File: src/rtl/ptpv2_apb_arbiter.sv
`default_nettype none
// ============================================================================
// Module     : ptpv2_apb_arbiter
// Description: Round-robin arbiter sharing one zero-wait-state APB CSR slave
//              between the host CPU (S0) and the PTP servo (S1). Optional
//              grant lock, enabled by defining PTPV2_ARB_LOCK_EN.
// Revision   : 1.0 - initial release
// ============================================================================
module ptpv2_apb_arbiter #(
    parameter int AW       = 32,
    parameter int DW       = 32,
    parameter int LOCK_MAX = 16
) (
    input  logic          PCLK,
    input  logic          PRESETn,
    input  logic          S0_PSEL,
    input  logic          S0_PENABLE,
    input  logic [AW-1:0] S0_PADDR,
    input  logic          S0_PWRITE,
    input  logic [DW-1:0] S0_PWDATA,
    input  logic          S0_PLOCK,
    output logic          S0_PREADY,
    output logic [DW-1:0] S0_PRDATA,
    input  logic          S1_PSEL,
    input  logic          S1_PENABLE,
    input  logic [AW-1:0] S1_PADDR,
    input  logic          S1_PWRITE,
    input  logic [DW-1:0] S1_PWDATA,
    input  logic          S1_PLOCK,
    output logic          S1_PREADY,
    output logic [DW-1:0] S1_PRDATA,
    output logic          M_PSEL,
    output logic          M_PENABLE,
    output logic [AW-1:0] M_PADDR,
    output logic          M_PWRITE,
    output logic [DW-1:0] M_PWDATA,
    input  logic [DW-1:0] M_PRDATA,
    output logic [1:0]    GRANT
);

    typedef enum logic [1:0] {
        ST_IDLE   = 2'd0,
        ST_SETUP  = 2'd1,
        ST_ACCESS = 2'd2,
        ST_RESP   = 2'd3
    } state_t;

    state_t        state_q;
    logic          owner_q;
    logic          ptr_q;
    logic          m_psel_q;
    logic          m_penable_q;
    logic [AW-1:0] m_paddr_q;
    logic          m_pwrite_q;
    logic [DW-1:0] m_pwdata_q;
    logic [1:0]    grant_q;
    logic          s0_pready_q;
    logic          s1_pready_q;
    logic [DW-1:0] s0_prdata_q;
    logic [DW-1:0] s1_prdata_q;

    logic          w_req;
    logic          w_win;
    logic [AW-1:0] w_paddr;
    logic          w_pwrite;
    logic [DW-1:0] w_pwdata;

`ifdef PTPV2_ARB_LOCK_EN
    localparam int CW = $clog2(LOCK_MAX + 1);

    logic          plock_q;
    logic          lock_q;
    logic          lock_owner_q;
    logic [CW-1:0] idle_cnt_q;
    logic          w_plock;
    logic          w_unused;

    assign w_plock  = w_win ? S1_PLOCK : S0_PLOCK;
    assign w_unused = ^{S0_PENABLE, S1_PENABLE};
`else
    logic          w_unused;

    assign w_unused = ^{S0_PENABLE, S1_PENABLE, S0_PLOCK, S1_PLOCK, (LOCK_MAX > 0)};
`endif

    // On a tie the requester that was not served last wins.
    always_comb begin
        w_req = S0_PSEL | S1_PSEL;
        w_win = (S0_PSEL && S1_PSEL) ? ~ptr_q : S1_PSEL;
`ifdef PTPV2_ARB_LOCK_EN
        if (lock_q) begin
            w_win = lock_owner_q;
            w_req = lock_owner_q ? S1_PSEL : S0_PSEL;
        end
`endif
    end

    assign w_paddr  = w_win ? S1_PADDR  : S0_PADDR;
    assign w_pwrite = w_win ? S1_PWRITE : S0_PWRITE;
    assign w_pwdata = w_win ? S1_PWDATA : S0_PWDATA;

    always_ff @(posedge PCLK) begin
        if (!PRESETn) begin
            state_q     <= ST_IDLE;
            owner_q     <= 1'b0;
            ptr_q       <= 1'b1;
            m_psel_q    <= 1'b0;
            m_penable_q <= 1'b0;
            m_paddr_q   <= '0;
            m_pwrite_q  <= 1'b0;
            m_pwdata_q  <= '0;
            grant_q     <= 2'b00;
            s0_pready_q <= 1'b0;
            s1_pready_q <= 1'b0;
            s0_prdata_q <= '0;
            s1_prdata_q <= '0;
`ifdef PTPV2_ARB_LOCK_EN
            plock_q      <= 1'b0;
            lock_q       <= 1'b0;
            lock_owner_q <= 1'b0;
            idle_cnt_q   <= '0;
`endif
        end else begin
            case (state_q)
                ST_IDLE: begin
                    if (w_req) begin
                        owner_q    <= w_win;
                        m_psel_q   <= 1'b1;
                        m_paddr_q  <= w_paddr;
                        m_pwrite_q <= w_pwrite;
                        m_pwdata_q <= w_pwdata;
                        grant_q    <= w_win ? 2'b10 : 2'b01;
                        state_q    <= ST_SETUP;
`ifdef PTPV2_ARB_LOCK_EN
                        plock_q    <= w_plock;
                        idle_cnt_q <= '0;
`endif
                    end
`ifdef PTPV2_ARB_LOCK_EN
                    // Owner went quiet while holding the lock: time it out.
                    else if (lock_q) begin
                        if (idle_cnt_q == CW'(LOCK_MAX - 1)) begin
                            lock_q     <= 1'b0;
                            idle_cnt_q <= '0;
                        end else begin
                            idle_cnt_q <= idle_cnt_q + 1'b1;
                        end
                    end
`endif
                end
                ST_SETUP: begin
                    m_penable_q <= 1'b1;
                    state_q     <= ST_ACCESS;
                end
                ST_ACCESS: begin
                    m_psel_q    <= 1'b0;
                    m_penable_q <= 1'b0;
                    m_paddr_q   <= '0;
                    m_pwrite_q  <= 1'b0;
                    m_pwdata_q  <= '0;
                    if (owner_q) begin
                        s1_pready_q <= 1'b1;
                        s1_prdata_q <= M_PRDATA;
                    end else begin
                        s0_pready_q <= 1'b1;
                        s0_prdata_q <= M_PRDATA;
                    end
                    state_q <= ST_RESP;
                end
                default: begin
                    s0_pready_q <= 1'b0;
                    s1_pready_q <= 1'b0;
                    s0_prdata_q <= '0;
                    s1_prdata_q <= '0;
                    grant_q     <= 2'b00;
                    ptr_q       <= owner_q;
`ifdef PTPV2_ARB_LOCK_EN
                    lock_q       <= plock_q;
                    lock_owner_q <= owner_q;
                    idle_cnt_q   <= '0;
`endif
                    state_q <= ST_IDLE;
                end
            endcase
        end
    end

    assign M_PSEL    = m_psel_q;
    assign M_PENABLE = m_penable_q;
    assign M_PADDR   = m_paddr_q;
    assign M_PWRITE  = m_pwrite_q;
    assign M_PWDATA  = m_pwdata_q;
    assign GRANT     = grant_q;
    assign S0_PREADY = s0_pready_q;
    assign S1_PREADY = s1_pready_q;
    assign S0_PRDATA = s0_prdata_q;
    assign S1_PRDATA = s1_prdata_q;

endmodule
`default_nettype wire

File: config.mk
export PLATFORM = sky130hd
export DESIGN_NAME = ptpv2_apb_arbiter
export DESIGN_NICKNAME = d
export VERILOG_FILES = /design/src/rtl/ptpv2_apb_arbiter.sv
export SDC_FILE = /design/constraint.sdc
export NUM_CORES = 1
export LEC_CHECK = 0
export ABC_AREA = 1
export CAP_MARGIN = 20
export CORE_AREA = 2 2 118 120
export CTS_BUF_LIST = sky130_fd_sc_hd__clkbuf_8
export DETAILED_ROUTE_END_ITERATION = 8
export DIE_AREA = 0 0 120 122
export DONT_BUFFER_PORTS = 1
export PLACE_DENSITY = 0.65
export RECOVER_POWER = 100
export SLEW_MARGIN = 10
export SYNTH_ARGS = -nofsm -noshare
export SYNTH_HDL_FRONTEND = slang
export SYNTH_SLANG_ARGS = --single-unit
File: constraint.sdc
create_clock -name PCLK -period 1.87 [get_ports PCLK]
set_input_delay 0.374 -clock PCLK [delete_from_list [all_inputs] [get_ports PCLK]]
set_output_delay 0.374 -clock PCLK [all_outputs]
set_load 0.005 [all_outputs]
==> out/metrics.yaml <==
run_status:
  run_status: "finished clean"
sta:
  rsz0062_at_grt: "false"
  slew_headroom: 0.557
  setup_violations: 0
  finalMaxSlewViolations: 0
  hold_viol: 0
  tns_ns: 0
  fmax_ghz: 0.581
  finalCritPeriodShare: 0.920
  fin_skew_ns: 0.0115
  tightest_slew_ns: 0.663
  period_minus_slack_ns: 1.72
global_routing:
  antenna_found_initial: 1
  gr-total-overflow: 0
  grt_max_degree: 69
  grt_pass1_vias: 5007
  grt_usage: 0.219
  grt_pass1_wl_um: 25600
yosys:
  ys_types: 21
  synth_commonest_cells: "nand2_1 (175), dfxtp_1 (139), a21oi_1 (133)"
  synth-seq-cells: 139
  synth_area_um2: 6190
  ys_warn_count: 0
  seq_area_frac_synth: 0.449
  synthFlopType: "dfxtp_1"
  synth.most_common_cell: "nand2_1"
  synth.avg_cell_area_um2: 7.32
  synth-async-reset-ratio: 0
  yosysTopAreaCell: "dfxtp_1"
  synth_edf_count: 0
  synthTopCellsByArea: "dfxtp_1 (45%), a21oi_1 (11%), nand2_1 (11%)"
  syn_nets: 1021
  syn_inst: 846
  synth_top_area_frac: 0.449
setup_path:
  cp_data_required_time_ns: 2.25
  end_kind: "flip-flop"
  r2r_setup_slack_ns: 0.15
  crit_path_end: "M_PADDR[25]$_SDFFE_PN0P_"
  crit_start: "state_q[0]$_SDFFE_PN0P_"
  reg2reg_depth: 7
  cp-start-kind: "flip-flop"
  regToRegEndpoint: "M_PADDR[25]$_SDFFE_PN0P_"
  crit_type: "reg2reg"
  path_max_fanout: 23
  reg2reg_from: "state_q[0]$_SDFFE_PN0P_"
  worstPathArrival_ns: 2.10
power:
  switchingPower_w: 0.00459
  power.internal_w: 0.00656
  p_per_area_nw_per_um2: 1670
  power.total_w: 0.0112
  leakage_nw: 2.76
  power_switching_share: 0.411
  pwr-share-comb: 0.355
  pwr-share-clk: 0.207
  peakVddDrop_mv: 1.09
  power_frac_seq: 0.438
finish:
  area_growth_pct: 7.96
  drive_gt1_frac: 0.0667
  num-nets-final: 986
  n_antenna_cell: 0
detailed_routing:
  drt-total-wl_um: 16700
  post-route-drc-count: 0
  drt-initial-drc-count: 211
  vias: 5309
  via_per_inst: 5.29
  drt_first_pass_iters: 5
  wl_per_cell_um: 16.6
  final_antenna_net_count: 0
cts:
  root_buffer: "clkbuf_8"
  cts_tree: "done"
  ctsLongestPathBuffers: 2
  clk_pin_slew_ns: 0.08
  cts_inserted_buffers: 17
  clkLatencyLatePin_ns: 0.44
  cts_max_level: 4
  cts_sinks: 139
placed_design:
  port_buffers: 0
  dpl.hpwl_um: 11100
  gp_congestion: 0.756
floorplan:
  die_w_um: 120
  num_rows: 43
  die_y_um: 122
  start_util: 0.459
  ioPinCount: 305
  coreArea_um2: 13500
  dieArea_um2: 14600
flow_run:
  cap_violations: 0
worst_hold_path:
  hold_path_class: "in2reg"
[worst min-delay path by stage]
stage                                         from                         end  cells after the start
after floorplan                 ptr_q$_SDFFE_PN1N_          ptr_q$_SDFFE_PN1N_                      2
after global placement          ptr_q$_SDFFE_PN1N_          ptr_q$_SDFFE_PN1N_                      2
after detailed placement  M_PADDR[16]$_SDFFE_PN0P_    M_PADDR[16]$_SDFFE_PN0P_                      2
after CTS                             M_PRDATA[10]  S0_PRDATA[10]$_SDFFE_PN0P_                      2
after global routing                  M_PRDATA[12]  S0_PRDATA[12]$_SDFFE_PN0P_                      2
final                                  M_PRDATA[1]   S0_PRDATA[1]$_SDFFE_PN0P_                      2
[registers in the layout (all words and copies together) (netlist names)]
signal and count:
M_PADDR 32, M_PWDATA 32, S0_PRDATA 32, S1_PRDATA 32
GRANT 2, state_q 2, M_PENABLE 1, M_PSEL 1
M_PWRITE 1, S0_PREADY 1, S1_PREADY 1, owner_q 1
ptr_q 1
[cells in the final DEF (no fill, tap or decap), drive strengths merged, types with 2 or more instances in the layout]
master / netlist / final
nand2: 177 / 177
dfxtp: 139 / 139
a21oi: 133 / 133
nand3: 84 / 84
inv: 77 / 81
nand3b: 66 / 66
o21ai: 52 / 52
nor2: 39 / 39
clkbuf: 35 / 20
buf: 35 / 15
clkinv: 0 / 6
ha: 5 / 5
clkinvlp: 0 / 2
[per-stage QoR]
step	cell area (um2)	worst slack, ns	std cells	utilization	hold slack (ns)
floorplan	6190	0.305	846	-	0.441
global placement	6300	0.177	972	0.467	0.468
detailed placement	6300	0.138	972	0.467	0.475
CTS	6690	0.131	1004	0.495	0.0264
global route	6690	0.00208	1004	0.495	0.0304
finish	6690	0.149	1004	0.495	0.0540
[power by group through the flow]
stage | clock network [W] | logic (W) | registers, W
final | 0.00231 | 0.00395 | 0.00488
after global routing | 0.00250 | 0.00451 | 0.00500
after CTS | 0.00238 | 0.00397 | 0.00490
after detailed placement | 0 | 0.00397 | 0.00495
after global placement | 0 | 0.00391 | 0.00495
after floorplan | 0 | 0.00324 | 0.00465
[critical path, stage by stage (launching register included)]
cell	delay [ns]
dfxtp_1	0.34
inv_1	0.11
ha_1	0.30
inv_2	0.08
nor3_4	0.22
buf_4	0.31
nand3_1	0.15
a21oi_1	0.14
[logic make-up after synthesis]
family,synth area share
and+or+nand+nor,0.282
AOI/OAI and AO/OA,0.154
buffers and inverters,0.105
DFF,0.449
adders and majority gates,0.0101
[layout make-up]
type                            instances  area [um2]
Inverter                               77         289
Tap cell                              180         225
Timing Repair Buffer                   16         238
Clock inverter                         13         119
Clock buffer                           19         262
Sequential cell                       139        2780
Fill cell                            1344        6820
Multi-Input combinational cell        560        2770
[layer usage]
| layer | track usage | vias up | wire length [um] | part of all wire |
|---|---|---|---|---|
| li1 | - | 2689 | - | - |
| met1 | 0.249 | 2372 | 6800 | 0.41 |
| met2 | 0.351 | 219 | 7670 | 0.46 |
| met3 | 0.111 | 27 | 1890 | 0.11 |
| met4 | 0.0875 | 2 | 341 | 0.020 |
| met5 | 0 | - | 13 | 0.00078 |
[repair_timing]
| item | CTS | global route |
|---|---|---|
| setup buffers | 0 | 0 |
| setup endpoints to repair | 0 | 29 |
| gates resized for setup | 0 | 2 |
| hold buffers | 0 | 0 |
(Power assumes the default switching activity.)
